`src/rtl/mc_ctrl_pkg.sv`:
```
// mc_ctrl_pkg: shared definitions for the multicycle MIPS-style controller.
// Holds the state codes, the recognised opcodes, the ALUOp / ALUSrcB /
// PCSource encodings, and the bundled datapath-control struct that the
// decoder drives and the top module unpacks onto its ports.
package mc_ctrl_pkg;

  typedef enum logic [3:0] {
    S_FETCH  = 4'd0,
    S_DECODE = 4'd1,
    S_MEMADR = 4'd2,
    S_MEMRD  = 4'd3,
    S_MEMWB  = 4'd4,
    S_MEMWR  = 4'd5,
    S_RTEXE  = 4'd6,
    S_RTWB   = 4'd7,
    S_BRANCH = 4'd8,
    S_JUMP   = 4'd9,
    S_IMMEXE = 4'd10,
    S_IMMWB  = 4'd11
  } state_t;

  localparam logic [5:0] OP_RTYPE = 6'b000000;
  localparam logic [5:0] OP_J     = 6'b000010;
  localparam logic [5:0] OP_BEQ   = 6'b000100;
  localparam logic [5:0] OP_BNE   = 6'b000101;
  localparam logic [5:0] OP_ADDI  = 6'b001000;
  localparam logic [5:0] OP_ANDI  = 6'b001100;
  localparam logic [5:0] OP_LW    = 6'b100011;
  localparam logic [5:0] OP_SW    = 6'b101011;

  localparam logic [1:0] ALUOP_ADD   = 2'b00;
  localparam logic [1:0] ALUOP_SUB   = 2'b01;
  localparam logic [1:0] ALUOP_FUNCT = 2'b10;
  localparam logic [1:0] ALUOP_AND   = 2'b11;

  localparam logic [1:0] SRCB_REG   = 2'b00;
  localparam logic [1:0] SRCB_FOUR  = 2'b01;
  localparam logic [1:0] SRCB_IMM   = 2'b10;
  localparam logic [1:0] SRCB_BROFF = 2'b11;

  localparam logic [1:0] PCSRC_ALU    = 2'b00;
  localparam logic [1:0] PCSRC_ALUOUT = 2'b01;
  localparam logic [1:0] PCSRC_JUMP   = 2'b10;

  typedef struct packed {
    logic       pc_write;
    logic       pc_write_cond;
    logic       bne;
    logic       i_or_d;
    logic       mem_read;
    logic       mem_write;
    logic       mem_to_reg;
    logic       ir_write;
    logic       alu_src_a;
    logic       reg_write;
    logic       reg_dst;
    logic [1:0] pc_source;
    logic [1:0] alu_op;
    logic [1:0] alu_src_b;
    logic       done;
  } ctrl_t;

  // States in which the controller waits on a memory handshake.
  function automatic logic is_wait_state(input state_t s);
    return (s == S_FETCH) || (s == S_MEMRD) || (s == S_MEMWR);
  endfunction

endpackage

```
`src/rtl/mc_ctrl_decode.sv`:
```
// mc_ctrl_decode: combinational state-to-controls decoder.
// Optional feature: define MC_CTRL_BNE_EN to drive o_Bne from the latched
// opcode in BRANCH; otherwise bne is tied 0.
// Ports:
//   state      in  current FSM state
//   mem_ready  in  memory handshake (gates IRWrite/PCWrite in FETCH, done in MEMWR)
//   opcode     in  opcode latched in DECODE
//   ctrl       out bundled datapath controls plus the done pulse
module mc_ctrl_decode
  import mc_ctrl_pkg::*;
(
  input  state_t     state,
  input  logic       mem_ready,
  input  logic [5:0] opcode,
  output ctrl_t      ctrl
);

  always_comb begin
    // NOTE: every field gets a default before the case so no latch is inferred
    // and unlisted controls are 0 in every state (including codes 12-15).
    ctrl = '0;
    case (state)
      S_FETCH: begin
        ctrl.mem_read  = 1'b1;
        ctrl.alu_src_b = SRCB_FOUR;
        ctrl.alu_op    = ALUOP_ADD;
        ctrl.pc_source = PCSRC_ALU;
        ctrl.ir_write  = mem_ready;
        ctrl.pc_write  = mem_ready;
      end
      S_DECODE: begin
        ctrl.alu_src_b = SRCB_BROFF;
        ctrl.alu_op    = ALUOP_ADD;
      end
      S_MEMADR: begin
        ctrl.alu_src_a = 1'b1;
        ctrl.alu_src_b = SRCB_IMM;
        ctrl.alu_op    = ALUOP_ADD;
      end
      S_MEMRD: begin
        ctrl.mem_read = 1'b1;
        ctrl.i_or_d   = 1'b1;
      end
      S_MEMWB: begin
        ctrl.mem_to_reg = 1'b1;
        ctrl.reg_write  = 1'b1;
        ctrl.done       = 1'b1;
      end
      S_MEMWR: begin
        ctrl.mem_write = 1'b1;
        ctrl.i_or_d    = 1'b1;
        ctrl.done      = mem_ready;
      end
      S_RTEXE: begin
        ctrl.alu_src_a = 1'b1;
        ctrl.alu_src_b = SRCB_REG;
        ctrl.alu_op    = ALUOP_FUNCT;
      end
      S_RTWB: begin
        ctrl.reg_dst   = 1'b1;
        ctrl.reg_write = 1'b1;
        ctrl.done      = 1'b1;
      end
      S_BRANCH: begin
        ctrl.alu_src_a     = 1'b1;
        ctrl.alu_src_b     = SRCB_REG;
        ctrl.alu_op        = ALUOP_SUB;
        ctrl.pc_write_cond = 1'b1;
        ctrl.pc_source     = PCSRC_ALUOUT;
        ctrl.done          = 1'b1;
`ifdef MC_CTRL_BNE_EN
        ctrl.bne           = opcode[0];
`endif
      end
      S_JUMP: begin
        ctrl.pc_write  = 1'b1;
        ctrl.pc_source = PCSRC_JUMP;
        ctrl.done      = 1'b1;
      end
      S_IMMEXE: begin
        ctrl.alu_src_a = 1'b1;
        ctrl.alu_src_b = SRCB_IMM;
        ctrl.alu_op    = (opcode == OP_ANDI) ? ALUOP_AND : ALUOP_ADD;
      end
      S_IMMWB: begin
        ctrl.reg_write = 1'b1;
        ctrl.done      = 1'b1;
      end
      default: ctrl = '0;
    endcase
  end

endmodule

```
`src/rtl/multicycle_control.sv`:
```
// multicycle_control: multicycle controller top. Holds the state register,
// the opcode latch and the memory-wait watchdog; controls come from
// mc_ctrl_decode. Optional feature macro: MC_CTRL_BNE_EN (bne support).
// Parameter TIMEOUT_CYCLES: wait cycles before abandoning an access; 0 = off.
// Ports:
//   i_clk, i_rst_n   clock, asynchronous active-low reset
//   i_opcode         instruction[31:26]
//   i_mem_ready      memory access completes this cycle
//   o_PCWrite .. o_RegDst, o_PCSource, o_ALUOp, o_ALUSrcB  datapath controls
//   o_state          current state code
//   o_done           instruction-complete pulse
//   o_illegal        unknown-opcode pulse (DECODE)
//   o_mem_timeout    watchdog pulse
module multicycle_control
  import mc_ctrl_pkg::*;
#(
  parameter int unsigned TIMEOUT_CYCLES = 255
) (
  input  logic       i_clk,
  input  logic       i_rst_n,
  input  logic [5:0] i_opcode,
  input  logic       i_mem_ready,
  output logic       o_PCWrite,
  output logic       o_PCWriteCond,
  output logic       o_Bne,
  output logic       o_IorD,
  output logic       o_MemRead,
  output logic       o_MemWrite,
  output logic       o_MemtoReg,
  output logic       o_IRWrite,
  output logic       o_ALUSrcA,
  output logic       o_RegWrite,
  output logic       o_RegDst,
  output logic [1:0] o_PCSource,
  output logic [1:0] o_ALUOp,
  output logic [1:0] o_ALUSrcB,
  output logic [3:0] o_state,
  output logic       o_done,
  output logic       o_illegal,
  output logic       o_mem_timeout
);

  state_t     state_q, state_d;
  logic [5:0] opcode_q;
  logic [7:0] wait_q, wait_d;
  logic       waiting;
  logic       timeout;
  logic       illegal;
  ctrl_t      ctrl;

  // A wait cycle is one spent in a memory state without ready; the timeout
  // fires on the wait cycle that brings the count to the limit, so a ready
  // in that same cycle is not a wait and completes normally.
  always_comb begin
    waiting = is_wait_state(state_q) && !i_mem_ready;
    timeout = (TIMEOUT_CYCLES != 0) && waiting &&
              (({24'd0, wait_q} + 32'd1) == TIMEOUT_CYCLES);
  end

  always_comb begin
    state_d = state_q;
    illegal = 1'b0;
    case (state_q)
      S_FETCH:  if (i_mem_ready) state_d = S_DECODE;
      S_DECODE: begin
        case (i_opcode)
          OP_RTYPE:     state_d = S_RTEXE;
          OP_LW, OP_SW: state_d = S_MEMADR;
          OP_BEQ:       state_d = S_BRANCH;
`ifdef MC_CTRL_BNE_EN
          OP_BNE:       state_d = S_BRANCH;
`endif
          OP_J:             state_d = S_JUMP;
          OP_ADDI, OP_ANDI: state_d = S_IMMEXE;
          default: begin
            illegal = 1'b1;
            state_d = S_FETCH;
          end
        endcase
      end
      S_MEMADR: state_d = (opcode_q == OP_SW) ? S_MEMWR : S_MEMRD;
      S_MEMRD:  if (i_mem_ready) state_d = S_MEMWB;
      S_MEMWR:  if (i_mem_ready) state_d = S_FETCH;
      S_RTEXE:  state_d = S_RTWB;
      S_IMMEXE: state_d = S_IMMWB;
      default:  state_d = S_FETCH;  // write-back/branch/jump and codes 12-15
    endcase
    if (timeout) state_d = S_FETCH;
  end

  // The counter saturates so a disabled watchdog cannot wrap; it also clears
  // on a FETCH timeout, where the state itself does not change.
  always_comb begin
    if ((state_d != state_q) || timeout) wait_d = 8'd0;
    else if (waiting && (wait_q != 8'hFF)) wait_d = wait_q + 8'd1;
    else wait_d = wait_q;
  end

  // NOTE: sequential state uses non-blocking assignments so every register
  // samples the pre-edge values of the combinational logic.
  always_ff @(posedge i_clk or negedge i_rst_n) begin
    if (!i_rst_n) begin
      state_q  <= S_FETCH;
      opcode_q <= 6'd0;
      wait_q   <= 8'd0;
    end else begin
      state_q <= state_d;
      wait_q  <= wait_d;
      if (state_q == S_DECODE) opcode_q <= i_opcode;
    end
  end

  mc_ctrl_decode u_decode (
    .state     (state_q),
    .mem_ready (i_mem_ready),
    .opcode    (opcode_q),
    .ctrl      (ctrl)
  );

  // Write strobes and pulses are held off while reset is asserted, even if
  // memory reports ready during reset.
  assign o_PCWrite     = ctrl.pc_write & i_rst_n;
  assign o_IRWrite     = ctrl.ir_write & i_rst_n;
  assign o_PCWriteCond = ctrl.pc_write_cond;
  assign o_Bne         = ctrl.bne;
  assign o_IorD        = ctrl.i_or_d;
  assign o_MemRead     = ctrl.mem_read;
  assign o_MemWrite    = ctrl.mem_write;
  assign o_MemtoReg    = ctrl.mem_to_reg;
  assign o_ALUSrcA     = ctrl.alu_src_a;
  assign o_RegWrite    = ctrl.reg_write;
  assign o_RegDst      = ctrl.reg_dst;
  assign o_PCSource    = ctrl.pc_source;
  assign o_ALUOp       = ctrl.alu_op;
  assign o_ALUSrcB     = ctrl.alu_src_b;
  assign o_done        = ctrl.done;
  assign o_state       = state_q;
  assign o_illegal     = illegal;
  assign o_mem_timeout = timeout & i_rst_n;

endmodule
```
`config.mk`:
```
export PLATFORM = sky130hd
export DESIGN_NAME = multicycle_control
export DESIGN_NICKNAME = d
export VERILOG_FILES = /design/src/rtl/mc_ctrl_pkg.sv /design/src/rtl/mc_ctrl_decode.sv /design/src/rtl/multicycle_control.sv
export SDC_FILE = /design/constraint.sdc
export NUM_CORES = 1
export LEC_CHECK = 0
export ABC_AREA = 1
export CAP_MARGIN = 20
export CORE_UTILIZATION = 30
export DETAILED_ROUTE_END_ITERATION = 16
export PLACE_DENSITY = 0.61
export RECOVER_POWER = 25
export SLEW_MARGIN = 15
export SYNTH_ARGS = -nofsm -noshare
export SYNTH_HDL_FRONTEND = slang
export SYNTH_SLANG_ARGS = --single-unit
```
`constraint.sdc`:
```
create_clock -name i_clk -period 2.6 [get_ports i_clk]
set_input_delay 0.78 -clock i_clk [delete_from_list [all_inputs] [get_ports i_clk]]
set_output_delay 0.78 -clock i_clk [all_outputs]
set_load 0.01 [all_outputs]
```
==> out/metrics.csv, run 1 <==
metric;value;unit
track_usage;0.168;
cts_tree;yes;
maxSlewViolCount;0;
use_met1;0.224;
yosysWarnings;0;
dp_hpwl;2990;microns
vias_per_cell;4.54;
relSlewSlack;0.586;
end_kind;primary output;
min_path_cells;2;
synth.area.top_cells;dfrtp_1 (33%), nand2_1 (19%), nor2_1 (11%), inv_1 (9.3%), o21ai_0 (5.1%);
routabilityCongestion;0.839;
num_rows;24;
n_antenna_cell;0;
critPathMaxStageDelay;0.36;ns
initial_core_util;0.314;
reg2regPathDepth;13;
nets;317;
path_cells;ha_2 -> buf_6 -> inv_2 -> nand2_1 -> nand2_2 -> nor2_2 -> nand3_2 -> nor3_2 -> nand2_1 -> nor2_1 -> buf_2;
met2_usage;0.288;
drt_wl_total;3910;microns
required;1.82;ns
fin_crit_sh;0.966;
core;4380;sq um
io_buffers;31;
synth_seq_cells;18;
grt_max_degree;13;
overflow;0;
worst_clock_skew;0.00898;ns
htreeDepth;1;
powerDensity;798;nW/um^2
cts-root-buf;clkbuf_8;
p_sw_frac;0.451;
fp.dieW;69.7;microns
worst_pin_slew;0.620;ns
cp-start-kind;register;
grt_pass1_vias;1467;
synth_cell_types;27;
p_int;971;uW
synth_area_leader_cell;dfrtp_1;
max_freq;398;MHz
synth_seq_area_share;0.328;
cts_hold_buf;0;
clk_pin_slew;0.07;ns
grtUsageMet3;0.0291;
pwr-share-comb;0.625;
crit_buf_inv;3;
maxCapViolations;0;
p_total;1770;uW
status;complete, no violations;
grt_pass1_wl;6650;microns
cp_max_fo;2;
hold_class;register to register;
die_h;69.7;microns
drtPass1Iterations;4;
syn2layout_area_growth;61.1;%
hold_viol_final;0;
synth_area_per_cell;6.11;sq um
crit_cells;11;
critPathArrivalTime;1.73;ns
fillers;467;
antenna_found_initial;0;
wl_per_cell;10.9;microns
p_leak;0.00119;uW
syn_nets;236;
postLayoutCoreUtil;0.505;
clkSinkCount;18;
fin_crit;2.51;ns
rsz0062_at_grt;yes;
cts_buffer_depth;2;
critPathTopFamily;simple AND/OR/NAND/NOR gates;
globalRoute.busiestLayer;met2;
crit_type;register to primary output;
clock_latency;0.26;ns
synthesis.area;1380;sq um
yosysTopAreaCellShare;0.328;
p_seq_frac;0.244;
initialDrtViolationCount;52;
io_pins;33;
drc;0;
ir_drop;408;uV
critPathMostFrequentCell;nand2_1;
drive_gt1_frac;0.321;
via_count;1622;
die_area;4860;sq um
pwr-share-clk;0.131;
cts_buffers;3;
crit_path_top_delay_cell;dfrtp_1;
detail-route-antenna-nets;0;
power.switching;796;uW
finalSetupViolations;0;
synthCells;225;
[cells in the mapped netlist]
cell,count
a21oi_1,6
a31oi_1,1
buf_4,2
buf_6,1
clkbuf_1,1
conb_1,1
dfrtp_1,18
ha_1,2
inv_1,34
inv_2,3
nand2_1,68
nand2_2,3
nand3_1,12
nand3_2,1
nand4_1,2
nor2_1,41
nor2_2,3
nor2_4,2
nor3_1,3
nor4_1,1
o21a_1,1
o21ai_0,14
o21bai_1,1
o221ai_1,1
o22ai_1,1
xnor2_1,1
xor2_1,1
[kinds of logic after synthesis]
group	Yosys count	synth area share
AND/OR/NAND/NOR	136	0.417
buffers and inverters	41	0.123
AO/OA/AOI/OAI	25	0.0992
flip-flops	18	0.328
XOR/XNOR	2	0.0127
adder cells (fa/ha/maj)	2	0.0182
other	1	0.00273
[cells in the final DEF (no fill, tap or decap), types with 6 or more instances in the layout]
cell / netlist / layout
nand2_1: 68 / 64
clkdlybuf4s50_1: 0 / 12
dlymetal6s2s_1: 0 / 7
dlygate4sd2_1: 0 / 7
inv_1: 34 / 29
dfrtp_1: 18 / 17
inv_2: 3 / 7
nor2_2: 3 / 14
nor2_1: 41 / 28
o21ai_0: 14 / 14
nand3_1: 12 / 9
buf_4: 2 / 47
nand2_2: 3 / 6
[power by group through the flow]
| stage | Combinational, uW | Clock [uW] | Sequential, uW |
|---|---|---|---|
| 5_1_grt | 1230 | 250 | 443 |
| 4_1_cts | 1020 | 242 | 431 |
| 6_report | 1100 | 231 | 432 |
| 2_1_floorplan | 550 | 0 | 428 |
| 3_3_place_gp | 1040 | 0 | 431 |
| 3_5_place_dp | 1050 | 0 | 431 |
[sequential cells by signal, summed over array words and instances (netlist names)]
name and count:
wait_q 8, opcode_q 6, o_state 4
[worst min-delay path, stage by stage, from the launching register on]
cell and delay, ns:
dfrtp_1 0.37, nand2_1 0.06, o21ai_0 0.06
[final cells by class]
| type | count | area [sq um] | area share |
|---|---|---|---|
| Multi-Input combinational cell | 166 | 840 | 0.379 |
| Timing Repair Buffer | 80 | 662 | 0.299 |
| Sequential cell | 18 | 452 | 0.204 |
| Inverter | 37 | 141 | 0.0638 |
| Tap cell | 52 | 65.1 | 0.0294 |
| Clock buffer | 4 | 55.1 | 0.0249 |
[final timing paths]
path                             start             to  slack, ns
max                          wait_q[0]  o_mem_timeout       0.09
min                        opcode_q[5]    opcode_q[5]       0.52
max reg2reg                  wait_q[0]      wait_q[3]       0.51
min reg2reg                opcode_q[5]    opcode_q[5]       0.52
max in group asynchronous      i_rst_n     o_state[0]       1.23
min in group asynchronous      i_rst_n      wait_q[4]       0.65
[metrics by stage]
step	area (sq um)	cells	setup TNS, ns	setup slack [ns]	hold slack (ns)
finish	2210	357	0	0.0889	0.519
global route	2210	357	-0.00606	-0.00606	0.543
CTS	2110	354	-0.0410	-0.0404	0.523
detailed placement	2010	343	-2.02	-0.493	0.503
global placement	2010	343	-1.96	-0.452	0.494
floorplan	1380	225	0	0.213	0.472
[timing repair]
| action | CTS | global route |
|---|---|---|
| setup buffers | 7 | 3 |
| gates cloned | 0 | 0 |
| pin swaps | 3 | 16 |
| resized for setup | 37 | 31 |
| endpoints found under the setup margin | 9 | 14 |
[routing by layer]
| layer | part of all wire | wire, microns | up-vias |
|---|---|---|---|
| li1 | - | - | 847 |
| met5 | 0 | 0 | - |
| met1 | 0.47 | 1850 | 742 |
| met2 | 0.49 | 1920 | 29 |
| met4 | 0.0054 | 21 | 0 |
| met3 | 0.031 | 122 | 4 |
No activity file was read; power rests on OpenSTA's default activity.
==> run 2, diff against run 1 <==
--- a/config.mk
+++ b/config.mk
@@ -10,7 +10,6 @@
 export CORE_UTILIZATION = 30
 export DETAILED_ROUTE_END_ITERATION = 16
 export PLACE_DENSITY = 0.61
-export RECOVER_POWER = 25
 export SLEW_MARGIN = 15
 export SYNTH_ARGS = -nofsm -noshare
 export SYNTH_HDL_FRONTEND = slang
==> out/metrics.csv, run 2 (synthesis results as in run 1) <==
metric;value;unit
cp_max_fo;2;
finalSetupViolations;0;
final-instance-count-excl-fill;357;
overflow;0;
die_area;4860;sq um
pwr-share-clk;0.131;
syn2layout_area_growth;61.3;%
track_usage;0.168;
initialDrtViolationCount;56;
ir_drop;408;uV
grt_pass1_vias;1467;
core;4380;sq um
clock_latency;0.26;ns
rsz0062_at_grt;yes;
grt_max_degree;13;
fin_crit_sh;0.966;
critPathMaxStageDelay;0.36;ns
clkSinkCount;18;
htreeDepth;1;
path_cells;ha_2 -> buf_6 -> inv_2 -> nand2_1 -> nand2_2 -> nor2_2 -> nand3_2 -> nor3_2 -> nand2_1 -> nor2_1 -> buf_2;
cts_buffer_depth;2;
critPathMostFrequentCell;nand2_1;
p_seq_frac;0.244;
hold_viol_final;0;
cp-start-kind;register;
layout_common_cells;nand2_1 (64), buf_4 (48), inv_1 (29);
max_freq;398;MHz
status;complete, no violations;
maxSlewViolCount;0;
fin_crit;2.51;ns
wl_per_cell;11.0;microns
largest_reg_flops;8;
power.switching;797;uW
postLayoutCoreUtil;0.506;
end_kind;primary output;
crit_path_top_delay_cell;dfrtp_1;
p_int;971;uW
required;1.82;ns
via_count;1623;
top_register;wait_q;
clk_pin_slew;0.07;ns
io_pins;33;
pwr-share-comb;0.625;
maxCapViolations;0;
num_rows;24;
antenna_found_initial;0;
p_sw_frac;0.451;
drtPass1Iterations;4;
crit_type;register to primary output;
cts_tree;yes;
p_leak;0.00119;uW
powerDensity;797;nW/um^2
critPathArrivalTime;1.73;ns
initial_core_util;0.314;
final_common_cell;nand2_1;
cts_buffers;3;
dp_hpwl;2990;microns
n_antenna_cell;0;
cts-root-buf;clkbuf_8;
hold_class;register to register;
vias_per_cell;4.55;
nets;317;
routabilityCongestion;0.839;
detail-route-antenna-nets;0;
drc;0;
worst_clock_skew;0.00908;ns
die_h;69.7;microns
drt_wl_total;3920;microns
fp.dieW;69.7;microns
grt_pass1_wl;6650;microns
io_buffers;31;
dp_cells;343;
drive_gt1_frac;0.325;
-- run 2: cell count changes in the layout (fill, tap and decap cells not counted) --
cell and delta:
clkbuf_1 -1, buf_4 +1
-- run 2: final timing paths --
check                                  from       endpoint  slack (ns)  depth (start not counted)
worst max-delay path              wait_q[0]  o_mem_timeout        0.09                         11
worst max register to register    wait_q[0]      wait_q[3]        0.50                         13
worst min register to register  opcode_q[5]    opcode_q[5]        0.52                          2
max in group asynchronous           i_rst_n     o_state[0]        1.66                          3
min in group asynchronous           i_rst_n      wait_q[4]        0.65                          2
worst min-delay path            opcode_q[5]    opcode_q[5]        0.52                          2
-- run 2: power by group through the flow --
stage	Clock [uW]	Sequential (uW)	Combinational, uW
after CTS	242	431	1020
after floorplan	0	428	550
final	231	432	1110
after detailed placement	0	431	1050
after global routing	250	443	1230
after global placement	0	431	1040
-- run 2: area by class of cell --
type / instances / area (sq um)
clock buffers: 4 / 55.1
flip-flops and latches: 18 / 452
inverters: 37 / 141
fillers: 466 / 2170
multi-input cells: 166 / 840
repair buffers: 80 / 666
well taps: 52 / 65.1
-- run 2: worst max-delay path, delay by kind of cell, from the launching register on --
family,cells,cell delay [ns]
buffers and inverters,3,0.25
AND/OR/NAND/NOR,7,0.66
flip-flops,1,0.36
adder cells (fa/ha/maj),1,0.20
-- run 2: layer usage --
metal	vias to the layer above	global-route usage	routed length, microns
met3	4	0.0291	111
met1	747	0.224	1860
li1	846	-	-
met2	26	0.288	1920
met4	0	0.0267	21
met5	-	0	0
-- run 2: repair_timing --
action,4_1_cts,5_1_grt
setup endpoints to repair,9,14
gates resized for setup,37,31
setup buffers,7,3
pin swaps,3,16
hold buffers,0,0
-- run 2: through the flow --
stage	hold WS [ns]	setup TNS [ns]	total power, uW	setup slack, ns	area (sq um)
finish	0.519	0	1770	0.0889	2220
detailed placement	0.503	-2.02	1480	-0.493	2010
floorplan	0.472	0	978	0.213	1380
global route	0.543	-0.00606	1920	-0.00606	2220
global placement	0.494	-1.96	1470	-0.452	2010
CTS	0.523	-0.0410	1700	-0.0404	2110
==> RTL change 1: new RTL, settings of run 2 <==
Add a define of `MC_CTRL_BNE_EN`.
--- a/src/rtl/mc_ctrl_decode.sv
+++ b/src/rtl/mc_ctrl_decode.sv
@@ -6,6 +6,8 @@
 //   mem_ready  in  memory handshake (gates IRWrite/PCWrite in FETCH, done in MEMWR)
 //   opcode     in  opcode latched in DECODE
 //   ctrl       out bundled datapath controls plus the done pulse
+`define MC_CTRL_BNE_EN
+
 module mc_ctrl_decode
   import mc_ctrl_pkg::*;
 (
Check against the original RTL: not equivalent (Yosys sat finds a counterexample within 4 cycles, from zero or initial values and one cycle with i_rst_n low).
==> RTL change 1 against run 2 <==
Global-route usage is 0.21 points lower; sequential cell count stayed put; power is 4.8% lower; design area is 4.9% lower; sequential power is 2% higher; cell count is 3.1% lower; die area is 2.7% higher; count of clock-buffer cells in the layout stayed put; worst setup slack worse by 0.015 ns; area after synthesis is 2.7% higher; routed wire length is 1.5% lower; largest power group unchanged.
==> RTL change 1: results (changes against run 2) <==
{| class="wikitable"
! Metric !! Value
|-
| Result of the run || completed (unchanged)
|-
| Iteration-0 DRC Markers || 53 (was 56)
|-
| Number of buffers added on ports || 32 (was 31)
|-
| First-pass GRT wire length || 6.81 mm (was 6.65 mm)
|-
| Worst Hold End || opcode_q[4] (was opcode_q[5])
|-
| Worst Hold Launch || opcode_q[4] (was opcode_q[5])
|-
| Number of different library cells in the post-synthesis netlist || 24 (was 27)
|-
| Mapped Avg Cell Area || 6.20 um2 (was 6.11 um2)
|-
| N_diodes || 0 (unchanged)
|-
| Top post-synthesis cells by count || nand2_1, inv_1, nor2_1, nand3_1, dfrtp_1 (was nand2_1, nor2_1, inv_1, dfrtp_1, o21ai_0)
|-
| Final WL || 3.86 mm (was 3.92 mm)
|-
| Share of the clock period used by the worst path after layout || 97.2% (was 96.6%)
|-
| Inst Count DP || 339 (was 343)
|-
| Length of the first detailed-routing pass in iterations || 4 (unchanged)
|-
| WHS Path Cells || 2 (unchanged)
|-
| Cell chosen for the clock root || clkbuf_8 (unchanged)
|-
| Proportion of synthesized chip area in sequential cells || 31.9% (was 32.8%)
|-
| Cell leakage power || 1.14 nW (was 1.19 nW)
|-
| Pin count of the biggest net entering global routing || 19 (was 13)
|-
| Arrival time at the worst endpoint || 1.75 ns (was 1.73 ns)
|-
| Number of clock buffers inserted by TritonCTS || 3 (unchanged)
|-
| Number of buffers between clock root and the deepest sink || 2 (unchanged)
|-
| Critical Path Sink || o_IRWrite (was o_mem_timeout)
|-
| Synthesized net count || 239 (was 236)
|-
| Final setup skew || 0.00459 ns (was 0.00908 ns)
|-
| Crit-path max FO || 3 (was 2)
|-
| R2R Path End || wait_q[4] (was wait_q[3])
|-
| Leading post-synthesis cells by cell area || dfrtp_1, nand2_1, inv_1, nor2_1, nand3_1 (was dfrtp_1, nand2_1, nor2_1, inv_1, o21ai_0)
|-
| Total routing resource utilization after global routing || 16.6% (was 16.8%)
|-
| Worst-case register-to-register setup slack || 0.50 ns (about the same)
|-
| Startpoint of the worst-slack reg-to-reg timing path || o_state[0] (was wait_q[0])
|-
| Worst supply voltage drop on vdd || 0.421 mV (was 0.408 mV)
|-
| Share of final-layout standard cells stronger than drive strength 1 || 25.2% (was 32.5%)
|-
| Number of antenna violations at the first check in global routing || 0 (unchanged)
|-
| Drt via density || 4.68 (was 4.55)
|-
| Cell type of the slowest stage on the worst timing path || clkdlybuf4s50_1 (was dfrtp_1)
|-
| Finished Layout Cells || 346 (was 357)
|-
| Placement Setup Slack || -0.489 ns (was -0.493 ns)
|-
| DP HPWL || 2.97 mm (was 2.99 mm)
|-
| Final Net Count || 306 (was 317)
|-
| Startpoint of the most critical setup path || i_rst_n (was wait_q[0])
|-
| Worst r2r path cells || 14 (was 13)
|-
| Maximum cell stage delay along the critical path || 0.51 ns (was 0.36 ns)
|-
| Worst min path class || flop to flop (unchanged)
|-
| Via count of the first global-routing pass || 1633 (was 1467)
|-
| Routability-driven placement congestion ratio || 0.825 (was 0.839)
|}
[RTL change 1: cell count changes after synthesis, sizes merged, moves of 2 or more]
cell	delta
nand3	+8
nand4	+6
nor2	-4
buf	-3
nand2	-3
inv	+2
[RTL change 1: timing repair]
action	CTS	global route
endpoints found under the setup margin	11	7
buffers inserted	3	0
pin swaps	3	3
resized for setup	34	12
hold buffers	0	0
gates cloned	0	0
[RTL change 1: kinds of logic after synthesis]
kind of cell / Yosys count / synth area share, %
and+or+nand+nor: 143 / 45.7
buffers and inverters: 41 / 10.9
AOI/OAI and AO/OA: 23 / 9.12
DFF: 18 / 31.9
adders and majority gates: 2 / 1.77
xor gates and xnor gates: 1 / 0.620
[RTL change 1: worst max-delay path, delay by kind of cell]
family	cells	cell delay (ns)
simple gates	1	0.10
buf+inv	3	0.87
[RTL change 1: per-stage QoR]
stage	instance area (um2)	hold slack [ns]	TNS (ns)
2_1_floorplan	1410	0.465	0
3_3_place_gp	2010	0.495	-2.54
3_5_place_dp	2010	0.502	-3.05
4_1_cts	2090	0.520	0
5_1_grt	2110	0.535	-0.00428
6_report	2110	0.519	0
[RTL change 1: metal layers]
metal	vias up	GRT usage, %	share of wire, %
met5	-	0	0
met4	0	4.67	1.1
met3	4	1.57	2.9
met2	35	30.2	49
met1	731	20.9	47
li1	849	-	-
[RTL change 1: layout make-up]
type,instances,area [um2]
Clock buffer,4,55.1
Multi-Input combinational cell,169,853
Sequential cell,18,452
Inverter,39,146
Fill cell,479,2330
Tap cell,52,65.1
Timing Repair Buffer,64,538
[RTL change 1: where the power goes]
group | switching, mW | internal [mW] | total (mW)
Clock | 0.0993 | 0.135 | 0.234
Combinational | 0.568 | 0.444 | 1.01
Sequential | 0.0785 | 0.360 | 0.439
Total | 0.746 | 0.939 | 1.68
==> RTL change 2: new RTL, config.mk and constraints of run 2 <==
Made on the original files. Register the output `o_mem_timeout`, cleared by the reset; this adds one clock of latency there. The other outputs are not delayed to match.
--- a/src/rtl/multicycle_control.sv
+++ b/src/rtl/multicycle_control.sv
@@ -136,6 +136,12 @@
   assign o_done        = ctrl.done;
   assign o_state       = state_q;
   assign o_illegal     = illegal;
-  assign o_mem_timeout = timeout & i_rst_n;
+  always_ff @(posedge i_clk or negedge i_rst_n) begin
+    if (!i_rst_n) begin
+      o_mem_timeout <= '0;
+    end else begin
+      o_mem_timeout <= timeout & i_rst_n;
+    end
+  end
 
 endmodule
Formal check against the unedited RTL: no difference found for any inputs over 10 cycles, from zero or initial values and one cycle with i_rst_n low; that may be too few to reach the edited logic, so the function may still have changed.
==> RTL change 2 against run 2 <==
First-iteration DRC count rose by 120%; via count decreased by 6.8%; routed wire length is 8.2% lower; clock power shrank 7%; clock skew is 0.0066 ns lower; non-clock buffer count is 25 lower; worst setup slack worse by 0.028 ns; power decreased by 9.0%; area after synthesis rose by 1.8%; sequential share of layout area is 3.1 points higher; die area increased by 1.8%; sequential cell count grew 1; design area down 8.0%; largest cell class unchanged; highest routed layer unchanged.
==> RTL change 2: results (changes against run 2) <==
{| class="wikitable"
! Metric !! Value
|-
| Worst supply voltage drop on vdd || 0.378 mV (was 0.408 mV)
|-
| NonClk Buf Share || 24.8% (was 30.0%)
|-
| Synthesized net count || 237 (was 236)
|-
| Mapped Avg Cell Area || 6.20 um2 (was 6.11 um2)
|-
| Cell leakage power || 1.08 nW (was 1.19 nW)
|-
| Worst-case register-to-register setup slack || 0.55 ns (was 0.50 ns)
|-
| Startpoint of the most critical setup path || i_mem_ready (was wait_q[0])
|-
| Proportion of synthesized chip area in sequential cells || 34.0% (was 32.8%)
|-
| Share of final-layout standard cells stronger than drive strength 1 || 21.4% (was 32.5%)
|-
| Arrival time at the worst endpoint || 1.76 ns (was 1.73 ns)
|-
| Finished Layout Cells || 333 (was 357)
|-
| FFs & Latches || 19 (was 18)
|-
| Worst Hold End || opcode_q[2] (was opcode_q[5])
|-
| Clock network area share || 2.39% (was 2.48%)
|-
| Cell family contributing the most delay on the critical path || buffers and inverters (was simple AND/OR/NAND/NOR gates)
|-
| Startpoint of the worst-slack reg-to-reg timing path || o_state[2] (was wait_q[0])
|-
| Top post-synthesis cells by count || nand2_1, nor2_1, inv_1, dfrtp_1, o21ai_0 (unchanged)
|-
| Leading post-synthesis cells by cell area || dfrtp_1, nand2_1, nor2_1, inv_1, o21ai_0 (unchanged)
|-
| Switching power || 0.738 mW (was 0.797 mW)
|-
| Result of the run || completed (unchanged)
|-
| Worst r2r path cells || 14 (was 13)
|-
| Total routing resource utilization after global routing || 15.3% (was 16.8%)
|-
| # clk buffers || 3 (was 4)
|-
| Final Net Count || 293 (was 317)
|-
| Combinational Power || 0.932 mW (was 1.11 mW)
|-
| Worst Hold Launch || opcode_q[2] (was opcode_q[5])
|-
| DP HPWL || 2.91 mm (was 2.99 mm)
|}
[RTL change 2: changes by cell type after synthesis, sizes merged]
cell   change
dfrtp      +1
[RTL change 2: worst max-delay path by stage]
stage,endpoint,slack (ns),cells past startpoint
after floorplan,o_ALUSrcB[1],0.51,7
after global placement,o_illegal,-0.40,8
after detailed placement,o_illegal,-0.42,8
after CTS,o_illegal,-0.23,8
after global routing,o_PCWrite,0.002,5
final,o_done,0.06,4
[RTL change 2: logic make-up after synthesis]
logic type / count (synthesis) / synth area share (%)
AND/OR/NAND/NOR: 136 / 40.9
adder cells (fa/ha/maj): 2 / 1.79
XOR/XNOR: 2 / 1.25
other: 1 / 0.268
AO/OA/AOI/OAI: 25 / 9.74
buffers and inverters: 41 / 12.1
flip-flops: 19 / 34.0
[RTL change 2: timing repair]
item / 4_1_cts / 5_1_grt
pin swaps: 0 / 6
setup buffers: 0 / 2
hold buffers: 0 / 0
gates resized for setup: 16 / 28
setup endpoints to repair: 7 / 9
[RTL change 2: metal layers]
metal / vias up / track usage, % / share of wire [%]
met5: - / 0 / 0
met1: 685 / 21.2 / 49
met4: 0 / 2.00 / 0.36
met3: 2 / 2.16 / 2.3
met2: 19 / 25.8 / 48
li1: 807 / - / -
[RTL change 2: through the flow]
| step | total power [mW] | hold WS, ns | setup WS, ns | util (%) | cell area [um2] |
|---|---|---|---|---|---|
| CTS | 1.60 | 0.517 | -0.225 | 44.5 | 1960 |
| finish | 1.61 | 0.513 | 0.0606 | 46.2 | 2040 |
| global route | 1.77 | 0.548 | 0.00232 | 46.2 | 2040 |
| detailed placement | 1.40 | 0.496 | -0.418 | 43.3 | 1910 |
| global placement | 1.40 | 0.492 | -0.400 | 43.3 | 1910 |
| floorplan | 0.994 | 0.472 | 0.506 | - | 1400 |
